==> src/rtl/vdc_angle_if.sv <==
// Angle-stream interface between the van der Corput generator and its
// controller / downstream trig LUT stage.
interface vdc_angle_if #(
    parameter int KW = 32,
    parameter int AW = 16
);
    logic          start;
    logic [KW-1:0] seed;
    logic          halt;
    logic [AW-1:0] angle;
    logic          angle_valid;
    logic          angle_ready;
    logic [KW-1:0] index;
    logic          busy;

    // angle/index transfer on a cycle where angle_valid && angle_ready; while
    // angle_valid is high and not accepted, angle and index are held stable and
    // angle_valid is never withdrawn (only a start abort or reset clears it).
    modport master (
        output start, seed, halt, angle_ready,
        input  angle, angle_valid, index, busy
    );

    modport slave (
        input  start, seed, halt, angle_ready,
        output angle, angle_valid, index, busy
    );
endinterface

==> src/rtl/vdc_angle_gen.sv <==
// Sequential base-BASE van der Corput angle generator: digit extraction of k
// followed by Horner accumulation gives angle = floor(vdc(k) * 2^AW) exactly.
module vdc_angle_gen #(
    parameter int BASE   = 2,
    parameter int KW     = 32,
    parameter int AW     = 16,
    parameter int DIGITS = 32
) (
    input  logic       clk,
    input  logic       rst_n,
    vdc_angle_if.slave bus,
    output logic [1:0] state_dbg
);
    localparam int DW   = $clog2(BASE);
    localparam int ACCW = AW + $clog2(BASE) + 1;
    localparam int NW   = $clog2(DIGITS + 1);
    localparam int IW   = (DIGITS > 1) ? $clog2(DIGITS) : 1;
    localparam logic [KW-1:0]   BASE_K = KW'(BASE);
    localparam logic [ACCW-1:0] BASE_A = ACCW'(BASE);

    typedef enum logic [1:0] {
        IDLE   = 2'd0,
        DIGIT  = 2'd1,
        HORNER = 2'd2,
        OUT    = 2'd3
    } state_t;

    state_t          state;
    logic [KW-1:0]   k;
    logic [KW-1:0]   k_work;
    logic [ACCW-1:0] acc;
    logic [NW-1:0]   ndig;
    logic [DW-1:0]   dbuf [DIGITS];
    logic            halt_pend;
    logic [AW-1:0]   angle_q;
    logic [KW-1:0]   index_q;
    logic            valid_q;

    logic [DW-1:0]   k_digit;
    logic [KW-1:0]   k_quot;
    logic [IW-1:0]   wr_ptr;
    logic [IW-1:0]   rd_ptr;
    logic [DW-1:0]   h_digit;
    logic [ACCW-1:0] acc_next;
    logic [KW-1:0]   k_inc;
    logic [KW-1:0]   seed_inc;

    // Constant-divisor / and %: power-of-two BASE collapses to shift and mask.
    always_comb begin
        k_digit  = DW'(k_work % BASE_K);
        k_quot   = k_work / BASE_K;
        wr_ptr   = IW'(ndig);
        rd_ptr   = IW'(ndig - NW'(1));
        h_digit  = dbuf[rd_ptr];
        acc_next = (acc + (ACCW'(h_digit) << AW)) / BASE_A;
        k_inc    = k + KW'(1);
        seed_inc = bus.seed + KW'(1);
    end

    always_ff @(posedge clk) begin
        if (!rst_n) begin
            state     <= IDLE;
            k         <= '0;
            k_work    <= '0;
            acc       <= '0;
            ndig      <= '0;
            halt_pend <= 1'b0;
            angle_q   <= '0;
            index_q   <= '0;
            valid_q   <= 1'b0;
        end else if (bus.start) begin
            // start loads from IDLE and also aborts any run in progress
            state     <= DIGIT;
            k         <= seed_inc;
            k_work    <= seed_inc;
            ndig      <= '0;
            halt_pend <= 1'b0;
            valid_q   <= 1'b0;
        end else begin
            if (state != IDLE && bus.halt) begin
                halt_pend <= 1'b1;
            end
            case (state)
                IDLE: begin
                end
                DIGIT: begin
                    if (k_work != '0) begin
                        dbuf[wr_ptr] <= k_digit;
                        k_work       <= k_quot;
                        ndig         <= ndig + NW'(1);
                    end else begin
                        acc   <= '0;
                        state <= HORNER;
                    end
                end
                HORNER: begin
                    // most significant digit of k is consumed first
                    if (ndig == '0) begin
                        angle_q <= acc[AW-1:0];
                        index_q <= k;
                        valid_q <= 1'b1;
                        state   <= OUT;
                    end else begin
                        acc  <= acc_next;
                        ndig <= ndig - NW'(1);
                        if (ndig == NW'(1)) begin
                            angle_q <= acc_next[AW-1:0];
                            index_q <= k;
                            valid_q <= 1'b1;
                            state   <= OUT;
                        end
                    end
                end
                OUT: begin
                    if (valid_q && bus.angle_ready) begin
                        valid_q <= 1'b0;
                        if (halt_pend || bus.halt) begin
                            halt_pend <= 1'b0;
                            state     <= IDLE;
                        end else begin
                            k      <= k_inc;
                            k_work <= k_inc;
                            ndig   <= '0;
                            state  <= DIGIT;
                        end
                    end
                end
                default: state <= IDLE;
            endcase
        end
    end

    assign bus.angle       = angle_q;
    assign bus.index       = index_q;
    assign bus.angle_valid = valid_q;
    assign bus.busy        = (state != IDLE);
    assign state_dbg       = state;
endmodule

==> src/flat_wrapper.sv <==
// flat-port wrapper written by rule: the top's interface ports become plain ports
module vdc_angle_gen_flat 
#(
    parameter int BASE   = 2,
    parameter int KW     = 32,
    parameter int AW     = 16,
    parameter int DIGITS = 32
)
  (clk, rst_n, state_dbg, bus_start, bus_seed, bus_halt, bus_angle_ready, bus_angle, bus_angle_valid, bus_index, bus_busy);
  vdc_angle_if #(.KW(KW), .AW(AW)) bus_i ();
  input  logic clk;
  input  logic rst_n;
  output logic [1:0] state_dbg;
  input wire logic [$bits(bus_i.start)-1:0] bus_start;
  input wire logic [$bits(bus_i.seed)-1:0] bus_seed;
  input wire logic [$bits(bus_i.halt)-1:0] bus_halt;
  input wire logic [$bits(bus_i.angle_ready)-1:0] bus_angle_ready;
  output wire logic [$bits(bus_i.angle)-1:0] bus_angle;
  output wire logic [$bits(bus_i.angle_valid)-1:0] bus_angle_valid;
  output wire logic [$bits(bus_i.index)-1:0] bus_index;
  output wire logic [$bits(bus_i.busy)-1:0] bus_busy;
  assign bus_i.start = bus_start;
  assign bus_i.seed = bus_seed;
  assign bus_i.halt = bus_halt;
  assign bus_i.angle_ready = bus_angle_ready;
  assign bus_angle = bus_i.angle;
  assign bus_angle_valid = bus_i.angle_valid;
  assign bus_index = bus_i.index;
  assign bus_busy = bus_i.busy;
  vdc_angle_gen #(.BASE(BASE), .KW(KW), .AW(AW), .DIGITS(DIGITS)) u_core (.clk(clk), .rst_n(rst_n), .bus(bus_i), .state_dbg(state_dbg));
endmodule
==> config.mk <==
export PLATFORM = sky130hd
export DESIGN_NAME = vdc_angle_gen_flat
export DESIGN_NICKNAME = d
export VERILOG_FILES = /design/src/rtl/vdc_angle_if.sv /design/src/rtl/vdc_angle_gen.sv /design/src/flat_wrapper.sv
export SDC_FILE = /design/constraint.sdc
export NUM_CORES = 1
export LEC_CHECK = 0
export ABC_AREA = 1
export CAP_MARGIN = 40
export CELL_PAD_IN_SITES_DETAIL_PLACEMENT = 0
export CELL_PAD_IN_SITES_GLOBAL_PLACEMENT = 1
export CORE_UTILIZATION = 30
export CTS_CLUSTER_DIAMETER = 200
export DETAILED_ROUTE_END_ITERATION = 7
export HOLD_SLACK_MARGIN = 0.06
export PLACE_DENSITY = 0.62
export SYNTH_ARGS = -nofsm -noshare
export SYNTH_HDL_FRONTEND = slang
export SYNTH_SLANG_ARGS = --single-unit
==> constraint.sdc <==
create_clock -name clk -period 2.4 [get_ports clk]
set_clock_uncertainty 0.1 [all_clocks]
set_input_delay 0.72 -clock clk [delete_from_list [all_inputs] [get_ports clk]]
set_output_delay 0.72 -clock clk [all_outputs]
set_load 0.02 [all_outputs]
# ---- Word level (Yosys, flattened, before mapping)
# Memory sizes are Yosys's and may differ from the RTL's.
# Cells that the tools add are included.
# W data, S select, Z words.
dict set report word_totals {
  elab_cells 96
  reg_bits 140
  output_inout_bits 52
  mem_count 1
  in_bits 37
  mem_bits_rw 32
}
# memory words width read_ports rd_ports_with_merged_regs write_ports line
set mem_list {}
lappend mem_list {u_core.dbuf 32 1 1 0 1 vdc_angle_gen.sv:33} ;# logic [DW-1:0] dbuf [DIGITS];
dict set report op_classes {
  bitwise 2
  n_reduce_logical 23
  n_mux 39
  n_eq_ne 16
  add_sub_neg 5
}
# cell count
set op_table {}
lappend op_table {{$mux W32} 8}
lappend op_table {{$add A32 B1 Y32 const B} 2}
lappend op_table {{$pmux W32 S2} 1}
lappend op_table {{$mux W18} 2}
lappend op_table {{$pmux W18 S2} 1}
lappend op_table {{$mux W16} 2}
lappend op_table {{$reduce_bool A32 Y1} 1}
lappend op_table {{$mux W6} 4}
lappend op_table {{$add A18 B17 Y18} 1}
lappend op_table {{$pmux W6 S3} 1}
lappend op_table {{$reduce_and A4 Y1} 4}
lappend op_table {{$mux W1} 14}
lappend op_table {{$reduce_bool A2 Y1} 6}
lappend op_table {{$reduce_and A3 Y1} 3}
lappend op_table {{$mux W2} 4}
lappend op_table {{$ne A2 B2 Y1 const B} 4}
lappend op_table {{$add A6 B1 Y6 const B} 1}
lappend op_table {{$eq A6 B1 Y1 const B} 1}
lappend op_table {{$logic_not A6 Y1} 1}
lappend op_table {{$ne A3 B2 Y1 const B} 2}
lappend op_table {{$ne A3 B3 Y1 const B} 2}
lappend op_table {{$pmux W2 S3} 1}
lappend op_table {{$reduce_bool A3 Y1} 2}
lappend op_table {{$sub A6 B1 Y6 const B} 1}
lappend op_table {{other kinds (12)} 16}

# ---- Depth between registers and ports, before layout
# Gate-level depths: netlist of the first run.
dict set report depth {
  word_depth 6
  mapped_depth 15
  depth_no_buf 13
}

# ---- Worst setup path after synthesis of the first run
# Ideal clock, no wire load.
dict set report synth_path {
  kind {reg-to-reg}
  startpoint {reg u_core.ndig[0]}
  endpoint {reg u_core.acc[15]}
  arrival_time_ps 2453
  t_required_ps 2213
  path_slack_ps -240
  stages_incl_launch_ff 15
  path_buffers 3
  synth_period_minus_slack_ps 2640
  setup_time_ps 87
  path_cell_list {dfxtp_1 > inv_1 > clkbuf_1 > ha_1 > clkbuf_1 > inv_1 > clkbuf_1 > nand2_1 > a21oi_1 > a211oi_1 > o211ai_1 > o21ai_0 > ha_1 > nand2_1 > o31ai_1}
}
dict set report synth_between {
  elab_chain_cells 5
  elab_cells_between_ends 8
  classes_between {add/sub: 2; eq/ne: 1; mux: 2; reduce/logical: 2; memory: 1}
}
# item line
set synth_rtl {}
lappend synth_rtl {{start: declaration} vdc_angle_gen.sv:32} ;# logic [NW-1:0] ndig;
lappend synth_rtl {{start signal: assignment} vdc_angle_gen.sv:90} ;# ndig <= ndig + NW'(1);
lappend synth_rtl {{start signal: assignment} vdc_angle_gen.sv:105} ;# ndig <= ndig - NW'(1);
lappend synth_rtl {{$sub A6 B1 Y6} -}
lappend synth_rtl {{$mem_v2 Z32 W1} -}
lappend synth_rtl {{$add A18 B17 Y18} vdc_angle_gen.sv:55} ;# acc_next = (acc + (ACCW'(h_digit) << AW)) / BASE_A;
lappend synth_rtl {{$mux W18} vdc_angle_gen.sv:98} ;# if (ndig == '0) begin
lappend synth_rtl {{$pmux W18 S2} vdc_angle_gen.sv:83} ;# case (state)
lappend synth_rtl {{end signal: assignment} vdc_angle_gen.sv:104} ;# acc <= acc_next;
lappend synth_rtl {{end: declaration} vdc_angle_gen.sv:31} ;# logic [ACCW-1:0] acc;
# Several ways; a longest one is shown, not always the timed one. The select of a mux whose other input is x is not followed.
# A chain may end at the register's enable or synchronous reset.

# ---- Final worst setup path of the first run
dict set report layout_path {
  startpoint {reg u_core.state[1], in the netlist u_core.state_dbg[1]}
  endpoint {out state_dbg[1]}
}
# item line
set layout_lines {}
lappend layout_lines {{start: declaration} vdc_angle_gen.sv:28} ;# state_t state;
lappend layout_lines {{start signal: assignment} vdc_angle_gen.sv:62} ;# state <= IDLE;
lappend layout_lines {{start signal: assignment} vdc_angle_gen.sv:73} ;# state <= DIGIT;
lappend layout_lines {{start signal: assignment} vdc_angle_gen.sv:93} ;# state <= HORNER;
lappend layout_lines {{end: declaration} flat_wrapper.sv:13} ;# output logic [1:0] state_dbg;
# No word-level cell between the ends.

==> results of run 1 <==
-- logic make-up after synthesis --
logic type	share of synthesized area (%)
AND/OR/NAND/NOR	35.0
AO/OA/AOI/OAI	16.1
buffers and inverters	8.14
flip-flops	38.1
XOR/XNOR	1.69
adder cells (fa/ha/maj)	1.02
-- cells in the mapped netlist (all sizes together), types with 3 or more instances --
master and count:
nor2 317, xnor2 5, nand4 6, nand2 422, a21oi 87, inv 121, nor3 4, ha 8
o211ai 5, nand3 79, o31ai 3, a22oi 4, o21ai 159, edfxtp 32, a31oi 16, dfxtp 139
nand3b 15, clkbuf 36, buf 31, a211oi 16, xor2 14
-- worst register-to-register path, stage by stage (launching register included) --
cell and delay [ns]:
dfxtp_2 0.35, inv_4 0.05, buf_6 0.13, ha_4 0.17, xnor2_2 0.14, buf_6 0.16
inv_1 0.07, nand2_1 0.06, nand3_1 0.07, o211ai_1 0.11, o21ai_2 0.12, ha_1 0.31
nand2_2 0.07, o31ai_2 0.24
-- per-layer routing --
metal | wire (µm) | vias up
met3 | 907 | 47
met4 | 921 | 0
met2 | 16700 | 177
li1 | - | 5270
met1 | 15000 | 4635
met5 | 0 | -
-- per-stage QoR --
| step | hold slack, ns | setup TNS (ns) | utilization (%) | cell area, µm² |
|---|---|---|---|---|
| after floorplan | 0.336 | 0 | - | 9850 |
| after global placement | 0.349 | -14.72 | 37.5 | 12000 |
| after detailed placement | 0.356 | -14.81 | 37.5 | 12000 |
| after CTS | 0.373 | 0 | 39.5 | 12600 |
| after global routing | 0.410 | 0 | 39.8 | 12700 |
| final | 0.369 | 0 | 39.8 | 12700 |
-- registers in the layout (all words and copies together), names as in the netlist --
signal / cells
u_core.bus.index: 32
u_core.k: 32
u_core.acc: 17
u_core.k_work: 32
u_core.bus.angle_valid: 1
u_core.ndig: 6
u_core.halt_pend: 1
u_core.bus.angle: 16
u_core.dbuf: 32
u_core.state_dbg: 2
-- how the worst min path moves through the flow --
stage / end / slack (ns) / cells after the start
after floorplan: u_core.acc[0] / 0.34 / 2
after global placement: u_core.halt_pend / 0.35 / 2
after detailed placement: u_core.halt_pend / 0.36 / 2
after CTS: u_core.acc[0] / 0.37 / 2
after global routing: u_core.bus.index[8] / 0.41 / 2
final: u_core.halt_pend / 0.37 / 2
-- placed cells by master, fill, tap and decap left out, types with 4 or more instances in the layout --
master           Yosys  routed
o21ai_2              3       4
o211ai_1             5       5
nor2_2               7      10
o21ai_0            138     131
inv_8                0       4
o21ai_1             18      24
inv_6                0       5
clkbuf_16            0      19
buf_4                9     113
a211oi_1            16      16
inv_2                9      12
nor3_1               4       4
nand3b_1            15      15
a21oi_1             86      84
clkdlybuf4s50_1      0      85
nand4_1              6       6
a31oi_1             16      16
inv_1              111     107
dfxtp_2              0       4
ha_1                 8       6
nand2_1            416     414
nand2_2              4       6
xnor2_1              5       4
nand3_1             76      75
buf_12               0       9
dfxtp_1            139     135
edfxtp_1            32      32
nand3_2              3       4
xor2_1              14      14
nor2_4               5       6
nor2_1             305     301
-- area by class of cell --
class | count | area, µm² | area share, %
repair buffers | 213 | 1930 | 15.2
clock inverters | 13 | 143 | 1.13
multi-input cells | 1165 | 5370 | 42.4
flip-flops and latches | 171 | 3750 | 29.6
inverters | 121 | 459 | 3.62
clock buffers | 19 | 475 | 3.75
well taps | 435 | 544 | 4.29
-- power breakdown --
group | leakage, nW | internal, mW | switching, mW
sequential | 1.43 | 3.02 | 0.0965
clock | 0.300 | 1.60 | 1.32
combinational | 3.44 | 0.420 | 0.641
total | 5.17 | 5.04 | 2.05
-- repair_timing --
action / in CTS / in global routing
pin swaps: 2 / 1
setup buffers: 0 / 1
cloned: 0 / 0
setup endpoints to repair: 5 / 21
resized for setup: 7 / 30
==> results.sh, run 1 <==
export IMPL_reg2reg_slack_ns=0.18
export IMPL_hold_path_class="register to register"
export IMPL_dieArea_um2=33500
export IMPL_vias_per_cell=4.74
export IMPL_syn_cell_area_um2=9840
export IMPL_avgRoutedWirePerCell_um=15.7
export IMPL_slew_limit_headroom_pct=49.3
export IMPL_use_met3_pct=2.72
export IMPL_required_ns=1.58
export IMPL_postRouteAntennaNets=0
export IMPL_htreeDepth=4
export IMPL_die_w_um=183
export IMPL_grt_pass1_vias=9773
export IMPL_area_delta_synth_final_pct=28.8
export IMPL_r2r_cells=13
export IMPL_critPathCapture="state_dbg[1]"
export IMPL_cp_top_family="buffers and inverters"
export IMPL_grt_max_degree=70
export IMPL_rsz0062_at_grt="no"
export IMPL_dp_cells=2105
export IMPL_power_mw=7.10
export IMPL_yosys_register_bits=171
export IMPL_cp_max_fo=7
export IMPL_fin_nets=1734
export IMPL_peakVddDrop_mv=0.486
export IMPL_synth_warnings=0
export IMPL_slowest_stage="clkdlybuf4s50_1"
export IMPL_routabilityCongestion=0.851
export IMPL_numCtsBuffers=17
export IMPL_cts_sinks=171
export IMPL_drt_total_wl_um=33500
export IMPL_clkLatencyLatePin_ns=0.44
export IMPL_synthTopCellsByArea="dfxtp_1 (28%), nand2_1 (16%), nor2_1 (12%)"
export IMPL_fin_crit_ns=2.33
export IMPL_coreArea_um2=31900
export IMPL_worstReg2RegStart="u_core.ndig[0]"
export IMPL_grt_pass1_wl_um=53500
export IMPL_firstDrtPassIters=7
export IMPL_async_flop_share_pct=0
export IMPL_synth_edf_count=32
export IMPL_cts_hold_buf=0
export IMPL_cp_start_kind="register"
export IMPL_dp_slack_ns=-0.383
export IMPL_synth_flop_cell="dfxtp_1"
export IMPL_io_buffers=88
export IMPL_fmax_mhz=429
export IMPL_slowest_delay_ns=0.64
export IMPL_finalSetupViolCount=0
export IMPL_rows=65
export IMPL_hp_start="u_core.halt_pend"
export IMPL_antenna_found_initial=0
export IMPL_clockBufferDepth=2
export IMPL_drv_cap=0
export IMPL_via_count=10100
export IMPL_nFillCells=3524
export IMPL_min_period_over_period_pct=97.1
export IMPL_finalHoldViolations=0
export IMPL_avgSynthCellArea_um2=6.45
export IMPL_path_class="register to output port"
export IMPL_worstPathCellList="clkdlybuf4s50_1"
export IMPL_cp_startpoint="u_core.state_dbg[1]"
export IMPL_cts_tree="done"
export IMPL_grt_ovfl_total=0
export IMPL_yosys_area_top_type="dfxtp_1"
export IMPL_cp_num_buf_inv=1
export IMPL_drc=0
export IMPL_endpoint_kind="output port"
export IMPL_groute_layer_met2_usage_pct=36.6
export IMPL_drive_gt1_share_pct=12.7
export IMPL_status="complete, no violations"
export IMPL_clockRootBuffer="clkbuf_16"
export IMPL_grtUsageMet1_pct=25.7
export IMPL_leakagePower_nw=5.17
export IMPL_postSynthCellCount=1524
export IMPL_finalNonFillerCells=2137
export IMPL_path_clk_slew_ns=0.07
export IMPL_ios=89
export IMPL_yosysSeqAreaShare_pct=38.1
export IMPL_critPathArrivalTime_ns=1.51
export IMPL_slew_viol_final=0
export IMPL_crit_cells=1
export IMPL_grt_busiest_layer="met2"
export IMPL_initial_core_util_pct=30.9
export IMPL_dp_hpwl_um=25100
export IMPL_syn_nets=1569
export IMPL_ys_types=40
export IMPL_tightest_slew_ns=0.760
export IMPL_die_h_um=183
export IMPL_antennaDiodeCount=0
export IMPL_finalWorstSetupSlack_ns=0.0687
export IMPL_synth_top_area_share_pct=28.3
export IMPL_grt_usage_pct=20.8
export IMPL_first_iter_violations=603
export IMPL_p_per_area_nw_per_um2=560
export IMPL_regToRegEndpoint="u_core.acc[15]"
(Power assumes the default switching activity.)
==> inputs of run 2 (changes only) <==
CELL_PAD_IN_SITES_DETAIL_PLACEMENT = unset   (was 0)
CELL_PAD_IN_SITES_GLOBAL_PLACEMENT = unset   (was 1)
HOLD_SLACK_MARGIN = unset   (was 0.06)
PLACE_DENSITY = 0.47   (was 0.62)
==> results.sh, run 2 (synthesis results as in run 1) <==
export IMPL_status="complete, no violations"
export IMPL_fin_crit_ns=2.33
export IMPL_finalHoldViolations=0
export IMPL_tightest_slew_ns=0.767
export IMPL_power_internal_mw=4.98
export IMPL_first_iter_violations=648
export IMPL_finalSetupViolCount=0
export IMPL_p_clk_share_pct=40.0
export IMPL_clockBufferDepth=2
export IMPL_antennaDiodeCount=0
export IMPL_ff_latch_area_um2=3750
export IMPL_combPwrFrac_pct=15.1
export IMPL_fin_nets=1733
export IMPL_dieArea_um2=33500
export IMPL_cts_hold_buf=0
export IMPL_hold_path_class="register to register"
export IMPL_switching_share_pct=28.4
export IMPL_vias_per_cell=4.74
export IMPL_die_w_um=183
export IMPL_rows=65
export IMPL_power_mw=6.96
export IMPL_mostFrequentLayoutCell="nand2_1"
export IMPL_dp_hpwl_um=24400
export IMPL_routabilityCongestion=0.846
export IMPL_netSwitchingPower_mw=1.98
export IMPL_path_class="register to output port"
export IMPL_drive_gt1_share_pct=12.8
export IMPL_nFillCells=3481
export IMPL_drc=0
export IMPL_multiInputGateArea_um2=5400
export IMPL_grt_pass1_vias=9644
export IMPL_fmax_mhz=430
export IMPL_grt_ovfl_total=0
export IMPL_slowest_stage="clkdlybuf4s50_1"
export IMPL_rsz0062_at_grt="yes"
export IMPL_area_delta_synth_final_pct=28.3
export IMPL_slew_limit_headroom_pct=48.8
export IMPL_path_clk_slew_ns=0.07
export IMPL_antenna_found_initial=0
export IMPL_grt_usage_pct=20.2
export IMPL_whs_ns=0.367
export IMPL_clkLatencyLatePin_ns=0.44
export IMPL_p_per_area_nw_per_um2=552
export IMPL_postRouteAntennaNets=0
export IMPL_grt_max_degree=70
export IMPL_via_count=10100
export IMPL_leakagePower_nw=5.11
export IMPL_drv_cap=0
export IMPL_seqPwrFrac_pct=44.9
export IMPL_cp_start_kind="register"
export IMPL_clockRootBuffer="clkbuf_16"
export IMPL_cp_top_family="buffers and inverters"
export IMPL_cts_sinks=171
export IMPL_htreeDepth=4
export IMPL_avgRoutedWirePerCell_um=15.5
export IMPL_cp_max_fo=7
export IMPL_worstPathCellList="clkdlybuf4s50_1"
export IMPL_critPathArrivalTime_ns=1.51
export IMPL_cp_num_buf_inv=1
export IMPL_ios=89
export IMPL_drt_total_wl_um=33200
export IMPL_io_buffers=88
export IMPL_initial_core_util_pct=30.9
export IMPL_min_period_over_period_pct=96.9
export IMPL_coreArea_um2=31900
export IMPL_numCtsBuffers=17
export IMPL_cts_setup_buffers=0
export IMPL_cts_tree="done"
export IMPL_layout_common_cells="nand2_1 (413), nor2_1 (298), dfxtp_1 (135)"
export IMPL_slowest_delay_ns=0.64
export IMPL_die_h_um=183
export IMPL_peakVddDrop_mv=0.480
export IMPL_firstDrtPassIters=5
export IMPL_grt_pass1_wl_um=52200
export IMPL_endpoint_kind="output port"
export IMPL_required_ns=1.58
export IMPL_slew_viol_final=0
==> run 2: layout make-up <==
type	count	area share, %
Sequential cell	171	29.7
Inverter	121	3.64
Multi-Input combinational cell	1165	42.8
Clock buffer	19	3.43
Tap cell	435	4.31
Clock inverter	13	1.14
Timing Repair Buffer	212	15.0
==> run 2: worst paths after layout <==
check	startpoint	endpoint	slack [ns]	cells after the start
max reg2reg	u_core.ndig[1]	u_core.acc[15]	0.11	13
min reg2reg	u_core.acc[0]	u_core.acc[0]	0.37	2
min	u_core.acc[0]	u_core.acc[0]	0.37	2
max	u_core.state_dbg[1]	state_dbg[1]	0.07	1
==> run 2: per-layer routing <==
layer,track usage (%),vias to the layer above,wire length (µm)
met5,0,-,0
met4,7.27,0,787
met3,2.98,37,1090
met2,35.5,188,16400
met1,24.9,4645,14900
li1,-,5263,-
==> run 2: power groups by stage <==
stage | Sequential [mW] | Clock (mW) | Combinational (mW)
floorplan | 3.16 | 0 | 0.608
global placement | 3.18 | 0 | 1.04
detailed placement | 3.18 | 0 | 1.04
CTS | 3.12 | 2.86 | 1.05
global route | 3.13 | 2.97 | 1.19
finish | 3.12 | 2.78 | 1.05
==> run 2: per-stage QoR <==
stage	std cells	util [%]	setup TNS (ns)	area [µm²]	setup WS, ns
floorplan	1524	-	0	9850	0.0165
global route	2136	39.6	-0.0414	12600	-0.0414
finish	2136	39.6	0	12600	0.0746
detailed placement	2104	37.4	-15.46	11900	-0.408
CTS	2136	39.2	0	12500	0.0161
global placement	2104	37.4	-14.50	11900	-0.392
==> run 2: timing repair <==
item                                   in CTS  in global routing
pin swaps                                   0                  2
endpoints found under the hold margin       0                  0
setup endpoints to repair                   4                 23
resized for setup                           5                 33
==> inputs of run 3 (changes only) <==
ABC_CLOCK_PERIOD_IN_PS = 2400   (was unset)
CORE_ASPECT_RATIO = 0.6   (was unset)
CORE_MARGIN = 3   (was unset)
==> results.sh, run 3 (synthesis results as in run 1) <==
export IMPL_status="complete, no violations"
export IMPL_netSwitchingPower_mw=2.10
export IMPL_layout_common_cells="nand2_1 (410), nor2_1 (295), buf_4 (143)"
export IMPL_cp_top_family="buffers and inverters"
export IMPL_design_area_um2=12900
export IMPL_cp_max_fo=5
export IMPL_clockRootBuffer="clkbuf_16"
export IMPL_grt_pass1_vias=9515
export IMPL_endpoint_kind="register"
export IMPL_path_class="primary input to register"
export IMPL_worstPathCellList="clkdlybuf4s50_1 -> ha_1 -> nand3_2 -> inv_1 -> nand2_1 -> nor2_1 -> a21oi_1 -> o21ai_1 -> buf_4 -> nand2_1 -> o21ai_0 -> inv_1"
export IMPL_coreArea_um2=31700
export IMPL_p_clk_share_pct=39.6
export IMPL_ios=89
export IMPL_die_w_um=240
export IMPL_postRouteAntennaNets=0
export IMPL_path_clk_slew_ns=0.07
export IMPL_antenna_found_initial=0
export IMPL_drv_cap=0
export IMPL_htreeDepth=4
export IMPL_area_delta_synth_final_pct=30.8
export IMPL_power_internal_mw=5.00
export IMPL_clkLatencyLatePin_ns=0.45
export IMPL_dieArea_um2=35100
export IMPL_hp_start="u_core.halt_pend"
export IMPL_combPwrFrac_pct=16.3
export IMPL_whs_ns=0.368
export IMPL_grt_pass1_wl_um=56600
export IMPL_min_period_over_period_pct=98.0
export IMPL_grt_max_degree=70
export IMPL_seqPwrFrac_pct=44.1
export IMPL_worstReg2RegStart="u_core.ndig[0]"
export IMPL_numCtsBuffers=17
export IMPL_hold_path_class="register to register"
export IMPL_drt_total_wl_um=37000
export IMPL_final_core_util_pct=40.6
export IMPL_drive_gt1_share_pct=15.0
export IMPL_initial_core_util_pct=31.0
export IMPL_cts_tree="done"
export IMPL_first_iter_violations=941
export IMPL_cts_sinks=171
export IMPL_fin_crit_ns=2.35
export IMPL_dp_hpwl_um=27700
export IMPL_rows=50
export IMPL_slowest_delay_ns=0.50
export IMPL_peakVddDrop_mv=0.365
export IMPL_fin_nets=1762
export IMPL_cp_startpoint="bus_seed[1]"
export IMPL_io_buffers=88
export IMPL_leakagePower_nw=5.27
export IMPL_rsz0062_at_grt="yes"
export IMPL_drc=0
export IMPL_avgRoutedWirePerCell_um=17.2
export IMPL_dp_slack_ns=-0.487
export IMPL_finalSetupViolCount=0
export IMPL_mostFrequentLayoutCell="nand2_1"
export IMPL_vias_per_cell=4.90
export IMPL_die_h_um=146
export IMPL_grt_usage_pct=21.0
export IMPL_required_ns=2.65
export IMPL_cp_num_buf_inv=4
export IMPL_switching_share_pct=29.6
export IMPL_place_area_um2=12100
export IMPL_slowest_stage="clkdlybuf4s50_1"
export IMPL_critPathArrivalTime_ns=2.60
export IMPL_dp_cells=2110
export IMPL_grt_ovfl_total=0
export IMPL_via_count=10500
export IMPL_antennaDiodeCount=0
export IMPL_slew_limit_headroom_pct=56.5
export IMPL_firstDrtPassIters=7
export IMPL_cp_start_kind="primary input"
export IMPL_clockBufferDepth=2
export IMPL_finalWorstSetupSlack_ns=0.0473
export IMPL_routabilityCongestion=0.905
export IMPL_slew_viol_final=0
export IMPL_finalNonFillerCells=2146
export IMPL_tightest_slew_ns=0.652
export IMPL_finalHoldViolations=0
export IMPL_fmax_mhz=425
export IMPL_p_per_area_nw_per_um2=552
-- run 3: cell count changes in the layout (fill, tap and decap cells not counted), moves of 3 or more --
cell,change
buf_4,+28
clkbuf_8,+3
a21oi_1,-4
a21oi_2,+5
nor2_1,-3
nand2_2,+3
nand2_1,-3
-- run 3: through the flow --
stage                     power, mW  TNS (ns)
after global routing           7.42   -0.0520
after global placement         4.30    -16.27
final                          7.10         0
after detailed placement       4.30    -16.26
after CTS                      7.11         0
after floorplan                3.76         0
-- run 3: power by group through the flow --
| stage | Clock (mW) | Combinational, mW | Sequential, mW |
|---|---|---|---|
| after floorplan | 0 | 0.608 | 3.16 |
| after global placement | 0 | 1.11 | 3.19 |
| after detailed placement | 0 | 1.11 | 3.19 |
| after CTS | 2.86 | 1.12 | 3.13 |
| after global routing | 2.99 | 1.29 | 3.14 |
| final | 2.81 | 1.16 | 3.13 |
-- run 3: worst min-delay path, cell delays in order (launching register included) --
cell and delay (ns):
dfxtp_1 0.33, a21oi_1 0.04, nor2_1 0.07
-- run 3: what timing repair did --
action / 4_1_cts / 5_1_grt
gates resized for setup: 7 / 44
endpoints found under the setup margin: 6 / 26
hold buffers: 0 / 0
buffers inserted: 0 / 4
pin swaps: 2 / 4
-- run 3: area by class of cell --
| class | instances | area (µm²) |
|---|---|---|
| Fill cell | 3375 | 18900 |
| Clock buffer | 21 | 470 |
| Timing Repair Buffer | 241 | 2120 |
| Tap cell | 416 | 520 |
| Inverter | 121 | 459 |
| Multi-Input combinational cell | 1165 | 5440 |
| Sequential cell | 171 | 3750 |
| Clock inverter | 11 | 110 |
-- run 3: per-layer routing --
metal  up-vias  share of wire (%)  global-route usage (%)
li1       5319                  -                       -
met1      4845                 56                    35.7
met2       330                 35                    24.9
met3        18                8.7                    5.93
met4         0               0.60                    3.29
met5         -                  0                       0
-- run 3: worst paths after layout --
path | depth (start not counted) | end | slack (ns)
worst max register to register | 13 | u_core.acc[15] | 0.12
worst min register to register | 2 | u_core.halt_pend | 0.37
worst min-delay path | 2 | u_core.halt_pend | 0.37
worst max-delay path | 12 | u_core.k[12] | 0.05
==> patch 1: new RTL, settings of run 3 <==
`KW` is set to 32 in 3 places; all go to 16.
--- a/src/rtl/vdc_angle_if.sv
+++ b/src/rtl/vdc_angle_if.sv
@@ -1,7 +1,7 @@
 // Angle-stream interface between the van der Corput generator and its
 // controller / downstream trig LUT stage.
 interface vdc_angle_if #(
-    parameter int KW = 32,
+    parameter int KW = 16,
     parameter int AW = 16
 );
     logic          start;
--- a/src/rtl/vdc_angle_gen.sv
+++ b/src/rtl/vdc_angle_gen.sv
@@ -2,7 +2,7 @@
 // followed by Horner accumulation gives angle = floor(vdc(k) * 2^AW) exactly.
 module vdc_angle_gen #(
     parameter int BASE   = 2,
-    parameter int KW     = 32,
+    parameter int KW     = 16,
     parameter int AW     = 16,
     parameter int DIGITS = 32
 ) (
--- a/src/flat_wrapper.sv
+++ b/src/flat_wrapper.sv
@@ -2,7 +2,7 @@
 module vdc_angle_gen_flat 
 #(
     parameter int BASE   = 2,
-    parameter int KW     = 32,
+    parameter int KW     = 16,
     parameter int AW     = 16,
     parameter int DIGITS = 32
 )
Ports: changed (resized bus_index and bus_seed); port bits go from 89 to 57. No check against the original RTL was run, so the function may have changed too.
==> patch 1 against run 3 <==
Die area shrank 32%. Power shrank 23%. Global-route usage shrank 2.1 points. Sequential share of layout area grew 3.2 points. Utilization shrank 0.20 points. Design area shrank 33%. Sequential cell count shrank 48. Area after synthesis shrank 33%. Worst hold slack lost 0.0059 ns. Worst setup slack gained 0.0046 ns. Synthesized cell count shrank 38%. Wire length shrank 41%. Clock power shrank 11%. Count of clock-buffer cells in the layout shrank 2. Critical path type is now reg2out. Highest routed layer unchanged.
==> patch 1: results (changes against run 3) <==
Drt
The initial detailed-routing violation count is 650 (-31%). The via count is 6592 (-37%).

Setup path
The critical path's largest stage delay is 0.60 ns (+0.10 ns). Following the worst setup path forward leads to its endpoint at state_dbg[0]. The worst register-to-register path ends at u_core.bus.angle[15].

The number of cell instances on the worst register-to-register path is 14 (+1). The endpoint arrival time on the critical path is 1.53 ns (-1.07 ns).

Synth
The commonest cells after synthesis are nand2_1 (256), nand3_1 (129), nor2_1 (121). After synthesis, the cell types taking the most area are dfxtp_1 (28%), edfxtp_1 (15%), nand2_1 (15%). The register bit count reported by yosys is 123 (-28%). The share of synthesized area occupied by flip-flops and latches came to 0.420 (+0.0395). The cell count after synthesis is 946 (-38%). The synthesized area came to 6620 sq um (-33%).

Timing
The clock period minus final worst setup slack is 2.35 ns (-0.00457 ns). The post-route worst hold slack is 0.362 ns (-0.00587 ns). The transition at the pin with the smallest max-transition slack came to 0.511 ns (-0.141 ns).

Min path
The worst hold path begins at u_core.bus.index[14]. The hold-critical path endpoint is u_core.bus.index[14].

Clocking
The source-to-sink clock delay at the later pin of the worst-skew pair came to 0.42 ns (-0.03 ns). The clock input transition at the sequential cells of the worst setup and hold paths is 0.05 ns (-0.02 ns).

Placement
The final weighted congestion in routability-driven placement was 0.952 (+5.3%). The worst-case setup slack after placement is -0.142 ns (+0.346 ns). The number of port buffers is 56 (-36%). The placed instance area is 7990 sq um (-34%).

Global route
The total routing usage reported by global routing is 0.189 (-0.0212). The via count of the first global-routing pass is 6006 (-37%). The pin count of the biggest net entering global routing is 45 (-36%).

Finish
The fraction of area in clock buffers and inverters is 0.0651 (+0.0200). Relative to the synthesized area, the layout overhead comes to 30.0%. The count of clock-net buffers in the final layout is 19 (-9.5%).

The number of non-filler instances in the completed layout is 1349 (-37%). The final net count is 1086 (-38%). The sequential share of cell area came to 0.323 (+0.0322). The number of buffers other than clock buffers in the final layout is 139 (-42%). The fraction of layout instances using a drive strength above 1 is 0.141 (-0.00859).

Status
The flow ran to the end, and the final reports show no timing, DRC or antenna violations.

Power
The switching part of the total power was 0.273 (-0.0233). The leakage dissipation was 3.44 nW (-35%). The combinational logic power is 0.000700 W (-40%).
-- patch 1: changes by cell type after synthesis, sizes merged, moves of 16 or more --
cell,before,now
dfxtp,139,91
nand2,422,261
nor2,317,126
nand3,79,130
clkbuf,36,20
inv,121,79
o21ai,159,40
-- patch 1: kinds of logic (layout without fill, tap and decap cells) --
| kind of cell | count (synthesis) | in the layout | share of synthesized area |
|---|---|---|---|
| AO/OA/AOI/OAI | 143 | 143 | 0.123 |
| flip-flops | 123 | 123 | 0.420 |
| buffers and inverters | 127 | 251 | 0.0818 |
| adder cells (fa/ha/maj) | 8 | 8 | 0.0151 |
| AND/OR/NAND/NOR | 534 | 534 | 0.345 |
| XOR/XNOR | 11 | 11 | 0.0145 |
-- patch 1: layer usage --
metal / global-route usage / share of wire / up-vias
met4: 0.0477 / 0.0091 / 0
met1: 0.324 / 0.58 / 2968
met3: 0.0660 / 0.091 / 19
met5: 0 / 0 / -
met2: 0.203 / 0.32 / 252
li1: - / - / 3353
==> patch 2: new RTL, flow settings as in run 3 <==
Made on the original files. Register the output `state_dbg` once more; this adds one clock of latency there. The other outputs are not delayed to match.
--- a/src/rtl/vdc_angle_gen.sv
+++ b/src/rtl/vdc_angle_gen.sv
@@ -134,6 +134,8 @@
     assign bus.index       = index_q;
     assign bus.angle_valid = valid_q;
     assign bus.busy        = (state != IDLE);
-    assign state_dbg       = state;
+    always_ff @(posedge clk) begin
+        state_dbg <= state;
+    end
 endmodule
 
Function: changed (Yosys sat finds a counterexample within 4 cycles, from zero or initial values and one cycle with rst_n low).
==> patch 2 against run 3 <==
Worst setup slack got worse by 0.034 ns. Area after synthesis grew 2.2%. Wire length decreased by 2.3%. Power fell by 0.51%. Combinational power is 5% lower. Synthesized cell count up 3.8%. Die area is 2.1% higher. Clock power hardly changed. Count of clock-buffer cells in the layout down 2. Maximum frequency shrank 1.4%. Worst hold slack got worse by 0.049 ns. Design area is 0.32% higher. Sequential cell count grew 2. Critical path type is now reg2reg. Largest power group unchanged.
==> patch 2: results (changes against run 3) <==
Status
The flow ran to the end, and the final reports show no timing, DRC or antenna violations.

Finish
The fraction of layout instances using a drive strength above 1 was 0.120 (-0.0296). The fraction of area in clock buffers and inverters is 0.0448 (-0.000338). The count of clock-net buffers in the final layout is 19 (-9.5%). The non-clock inverter count in the final layout is 143 (+18%).

The area taken by flip-flops and latches was 3790 sq um (+1.1%). The antenna diode count is 1 (+1).

Synth
The net count after synthesis came to 1627 (+3.7%). The unique cell type count in the Yosys netlist was 38 (-5.0%). The register bit count reported by yosys was 173 (+1.2%).

After synthesis, the most frequently instantiated cells are nand2_1 (511), nor2_1 (278), dfxtp_1 (141). The xor and xnor area share after synthesis came to 0.0200 (+0.00313). The fraction of the mapped netlist area in adder cells was 0.00996 (-0.000215).

The fraction of the mapped netlist area in compound gates was 0.131 (-0.0294).

Drt
The per-cell via count in the routed design is 4.79 (-2.2%). The detailed-routed wire length on met2 is 15400 um (+21%). The number of detailed-route iterations in the first pass is 5 (-2). The initial detailed-routing violation count was 787 (-16%).

The total wire length came to 36100 um (-2.3%).

Global route
The via count of the first global-routing pass is 9719 (+2.1%). The total routing usage reported by global routing is 0.201 (-0.00855). The met3 global-route usage was 0.0286 (-0.0306). The met2 demand-to-capacity share in global routing is 0.307 (+0.0585). The pin count of the biggest net entering global routing is 95 (+36%). The global-route wire length before repair is 56200 um (-0.73%).

Power
The peak supply drop is 0.000500 V (+37%). The sequential group share of total power is 0.447 (+0.006).

Timing
The transition at the pin with the smallest max-transition slack is 0.820 ns (+0.168 ns).

Setup path
The number of cell instances on the worst register-to-register path is 11 (-2). The endpoint arrival time on the critical path is 2.66 ns (+0.06 ns). The kind of critical path is reg2reg. The critical path's largest stage delay was 0.40 ns (-0.10 ns). On the critical path the largest part of the delay comes from adder cells.

Placement
The placed wire-length estimate after detailed placement came to 26900 um (-3.1%).

Min path
The critical hold path startpoint is u_core.state[1].
-- patch 2: repair_timing --
| item | in CTS | in global routing |
|---|---|---|
| resized for setup | 5 | 23 |
| setup buffers | 3 | 1 |
| hold buffers | 0 | 0 |
| endpoints found under the setup margin | 3 | 10 |
| pin swaps | 1 | 15 |
-- patch 2: per-stage QoR --
step	power [W]	area [sq um]	std cells	setup slack (ns)
2_1_floorplan	0.00383	10100	1582	0.00765
3_3_place_gp	0.00429	12200	2171	-0.320
3_5_place_dp	0.00429	12200	2171	-0.310
4_1_cts	0.00713	12800	2206	0.0145
5_1_grt	0.00741	12900	2208	-0.133
6_report	0.00707	12900	2208	0.0138
-- patch 2: worst min-delay path by stage --
stage                                      to  slack [ns]  depth (start not counted)
final                     u_core.state_dbg[1]        0.32                          0
after global placement    u_core.state_dbg[0]        0.34                          0
after CTS                 u_core.state_dbg[1]        0.34                          0
after detailed placement  u_core.state_dbg[0]        0.33                          0
after global routing      u_core.state_dbg[1]        0.34                          0
after floorplan           u_core.state_dbg[0]        0.29                          0
